[config.mk]
export PLATFORM = sky130hd
export DESIGN_NAME = rr_arbiter_16
export DESIGN_NICKNAME = d
export VERILOG_FILES = /design/src/rtl/rr_arbiter_16.sv
export SDC_FILE = /design/constraint.sdc
export NUM_CORES = 1
export LEC_CHECK = 0
export BUFFER_PORTS_ARGS = -buffer_cell sky130_fd_sc_hd__buf_4
export CAP_MARGIN = 0
export CORE_UTILIZATION = 45
export CTS_CLUSTER_SIZE = 14
export DETAILED_ROUTE_END_ITERATION = 7
export PLACE_DENSITY = 0.67
export SKIP_CTS_REPAIR_TIMING = 1
export SLEW_MARGIN = 15
export SYNTH_ARGS = -nofsm -noshare
export SYNTH_HDL_FRONTEND = slang
export SYNTH_SLANG_ARGS = --single-unit
[constraint.sdc]
create_clock -name clk -period 6.2 [get_ports clk]
set_clock_uncertainty 0.2 [all_clocks]
set_input_delay 0.62 -clock clk [delete_from_list [all_inputs] [get_ports clk]]
set_output_delay 0.62 -clock clk [all_outputs]
set_load 0.02 [all_outputs]
[src/rtl/rr_arbiter_16.sv]
// Round-robin arbiter for a 16:1 select tree with lock-style ownership.
// Optional hold timeout: define RR_ARBITER_16_TIMEOUT_EN to enable it.
module rr_arbiter_16 #(
   parameter int unsigned MAX_HOLD = 8
) (
   input  logic        clk,
   input  logic        rst_n,
   input  logic [15:0] req,
   output logic [15:0] gnt,
   output logic        gnt_valid,
   output logic        sel3,
   output logic        sel2,
   output logic        sel1,
   output logic        sel0
);

   typedef enum logic {IDLE = 1'b0, OWNED = 1'b1} state_t;

   state_t      state, state_nxt;
   logic [15:0] gnt_nxt;
   logic        valid_nxt;
   logic [3:0]  sel_q, sel_nxt;
   logic [3:0]  last_q, last_nxt;

   logic [3:0]  start;
   logic [15:0] cand;
   logic        found;
   logic [3:0]  win;
   logic [3:0]  idx;
   logic        rearb;
   logic        take;
   logic        preempt;

`ifdef RR_ARBITER_16_TIMEOUT_EN
   logic [7:0] hold_cnt;

   // Count reaching MAX_HOLD-1 means the owner has already held MAX_HOLD cycles.
   assign preempt = (state == OWNED) && (hold_cnt >= 8'(MAX_HOLD - 1)) && (|(req & ~gnt));

   always_ff @(posedge clk or negedge rst_n) begin
      if (!rst_n) begin
         hold_cnt <= 8'h00;
      end else if (take) begin
         hold_cnt <= 8'h00;
      end else if ((state == OWNED) && (hold_cnt != 8'hFF)) begin
         hold_cnt <= hold_cnt + 8'h01;
      end
   end
`else
   assign preempt = 1'b0;
`endif

   // Search from one past the owner (or pointer) with the owner masked out.
   assign start = (state == OWNED) ? (sel_q + 4'd1) : (last_q + 4'd1);
   assign cand  = (state == OWNED) ? (req & ~gnt) : req;
   assign rearb = (state == OWNED) ? (!req[sel_q] || preempt) : 1'b1;
   assign take  = rearb && found;

   always_comb begin
      found = 1'b0;
      win   = start;
      idx   = 4'h0;
      for (int i = 0; i < 16; i++) begin
         idx = start + 4'(i);
         if (!found && cand[idx]) begin
            found = 1'b1;
            win   = idx;
         end
      end
   end

   always_comb begin
      state_nxt = state;
      gnt_nxt   = gnt;
      valid_nxt = gnt_valid;
      sel_nxt   = sel_q;
      last_nxt  = last_q;
      if (rearb) begin
         if (found) begin
            state_nxt = OWNED;
            gnt_nxt   = 16'h0001 << win;
            valid_nxt = 1'b1;
            sel_nxt   = win;
            last_nxt  = win;
         end else begin
            // sel is left alone so the select tree does not move while idle.
            state_nxt = IDLE;
            gnt_nxt   = 16'h0000;
            valid_nxt = 1'b0;
         end
      end
   end

   always_ff @(posedge clk or negedge rst_n) begin
      if (!rst_n) begin
         state     <= IDLE;
         gnt       <= 16'h0000;
         gnt_valid <= 1'b0;
         sel_q     <= 4'h0;
         last_q    <= 4'hF;
      end else begin
         state     <= state_nxt;
         gnt       <= gnt_nxt;
         gnt_valid <= valid_nxt;
         sel_q     <= sel_nxt;
         last_q    <= last_nxt;
      end
   end

   assign {sel3, sel2, sel1, sel0} = sel_q;

endmodule

==> metrics.yaml <==
status: "finished clean"
core_area_mm2: 0.00982
rsz0062_at_grt: "false"
grt-ovfl-total: 0
die_w_um: 103
cp-end-kind: "flip-flop"
ant_nets: 0
netlist_area_mm2: 0.00457
wl_per_cell_um: 25.2
grt_usage_pct: 32.8
root_buffer: "clkbuf_8"
yosysSeqAreaShare_pct: 13.8
grt_pass1_wl_um: 25800
period_needed_ps: 5630
async_reset_ff_share_pct: 100
highest_layer: "met4"
cp.required_ps: 6130
crit_family: "compound AO/OA/AOI/OAI gates"
fillers: 974
rows: 36
clk_pin_slew_worst_paths_ps: 80
final_cell_mix: "52 x buf_4, 42 x nand2_1, 39 x nor2_1"
cp-start-kind: "flip-flop"
wl_met1_um: 6860
start_util_pct: 46.5
io_pins: 39
mappedNetlistNets: 539
fin_nets: 557
slowest_delay_ps: 720
relSlewSlack_pct: 43.2
critPathArrivalTime_ps: 5560
synthToLayoutAreaGrowth_pct: 8.30
antenna_found_initial: 0
drtIter0Drc: 427
drt_first_pass_iters: 5
insertion_delay_ps: 270
syn_avg_cell_area_um2: 8.80
worst_pin_slew_ps: 828
ys_top_cells_by_area: "mux4_2 12%, dfrtp_1 12%, mux2i_1 8.3%"
slew_violations: 0
wirelength_um: 16800
crit_type: "reg2reg"
port_buffers: 38
synth_top_area_share_pct: 11.8
synth-seq-cells: 25
hold_violations: 0
slowest_stage: "mux4_2"
finalSetupTns_ps: 0
cts-buffers-inserted: 3
cts_tree: "done"
cap_violations: 0
synth_largest_area_cell: "mux4_2"
path_cells: "mux2i_4, inv_2, ha_1, buf_4, nand2_1, mux2i_1, mux2i_1, a21boi_0, mux4_2, and3_1, nand3_1, nor3_2, a211o_1, o21ai_1, o41ai_2"
setup_violations: 0
worstPathBufferInverterCount: 2
synth_edf_count: 0
max_freq_mhz: 178
clk_path_buf_depth: 2
vias: 4695
synthCells: 519
drive_gt1_share_pct: 29.9
drcViolationCount: 0
post-dp-hpwl_um: 13200
grt_start_max_net_pins: 55
htreeDepth: 1
viasPerCell: 7.02
cp_max_fo: 21
layout_commonest_cell: "buf_4"
grt_pass1_vias: 4449
wl_met2_um: 7900
die-height_um: 103
synth_flop_cell: "dfrtp_1"
period_share_pct: 90.7
clock_sinks: 25
yosys.cell_types.count: 81
place_congestion: 0.973
cp_common_cell: "mux2i_1"
die-area_mm2: 0.0106
wl_met3_um: 1310
yosys_warnings: 0
antennaDiodeCount: 0
hold_path.class: "in2async"
through the flow:
| stage | hold WS, ps | utilization (%) | setup WS [ps] | instances | area [um2] |
|---|---|---|---|---|---|
| detailed placement | 314 | 49.9 | 699 | 665 | 4900 |
| global placement | 315 | 49.9 | 806 | 665 | 4900 |
| floorplan | 124 | - | 971 | 519 | 4570 |
| CTS | 40.0 | 50.4 | 683 | 669 | 4950 |
| global route | 53.5 | 50.4 | 210 | 669 | 4950 |
| finish | 32.3 | 50.4 | 574 | 669 | 4950 |
Yosys cell counts (all sizes together) (8+ instances only):
| cell | count |
|---|---|
| mux2 | 26 |
| o41ai | 16 |
| o32a | 8 |
| o211ai | 9 |
| a21oi | 18 |
| inv | 12 |
| o21ai | 26 |
| a21boi | 11 |
| nor3b | 9 |
| nor2 | 40 |
| a32oi | 9 |
| a21bo | 12 |
| and3b | 9 |
| mux2i | 41 |
| and2 | 10 |
| nand2b | 11 |
| nor3 | 14 |
| nand3 | 10 |
| mux4 | 24 |
| or2 | 8 |
| nand2 | 42 |
| clkbuf | 14 |
| dfrtp | 21 |
| buf | 25 |
per-layer routing:
layer,GRT usage [%],vias to the layer above
met5,0,-
met4,15.4,0
met3,4.54,51
met2,53.8,267
met1,42.9,2287
li1,-,2090
worst register-to-register path: cells and delay by family, from the launching register on:
| family | cells | cell delay (ps) |
|---|---|---|
| fa+ha+maj | 1 | 300 |
| flops | 1 | 510 |
| simple gates | 4 | 830 |
| mux | 4 | 1450 |
| compound gates | 4 | 1610 |
| buf+inv | 2 | 590 |
sequential cells by signal (all words and copies together) (netlist names):
register  count
gnt          16
sel_q         4
last_q        4
state         1
worst paths after layout:
kind,from,to,slack (ps),cells after the start
setup / recovery,state,gnt[15],570,15
hold / removal,rst_n,gnt[15],30,1
setup reg to reg,state,gnt[15],570,15
hold reg to reg,last_q[1],last_q[1],330,2
max in group asynchronous,rst_n,last_q[0],5480,1
min in group clk,last_q[1],last_q[1],330,2
cell type report:
type,count,area (um2),share of cell area (%)
well taps,133,166,3.36
inverters,12,45.0,0.911
clock inverters,1,5.00,0.101
repair buffers,52,390,7.89
flip-flops and latches,25,632,12.8
multi-input cells,443,3670,74.1
clock buffers,3,41.3,0.835
cell families (layout without fill, tap and decap cells):
family / after synthesis / in the layout / share of synthesized area, %
simple gates: 176 / 176 / 21.1
fa+ha+maj: 2 / 2 / 0.548
xor+xnor: 5 / 5 / 0.959
compound gates: 169 / 169 / 29.6
flops: 25 / 25 / 13.8
mux: 91 / 91 / 28.1
buf+inv: 51 / 68 / 5.92
Power is left out: the tool's default activity adds up to more than one toggle a clock period on the data nets, which glitch-free logic cannot reach.
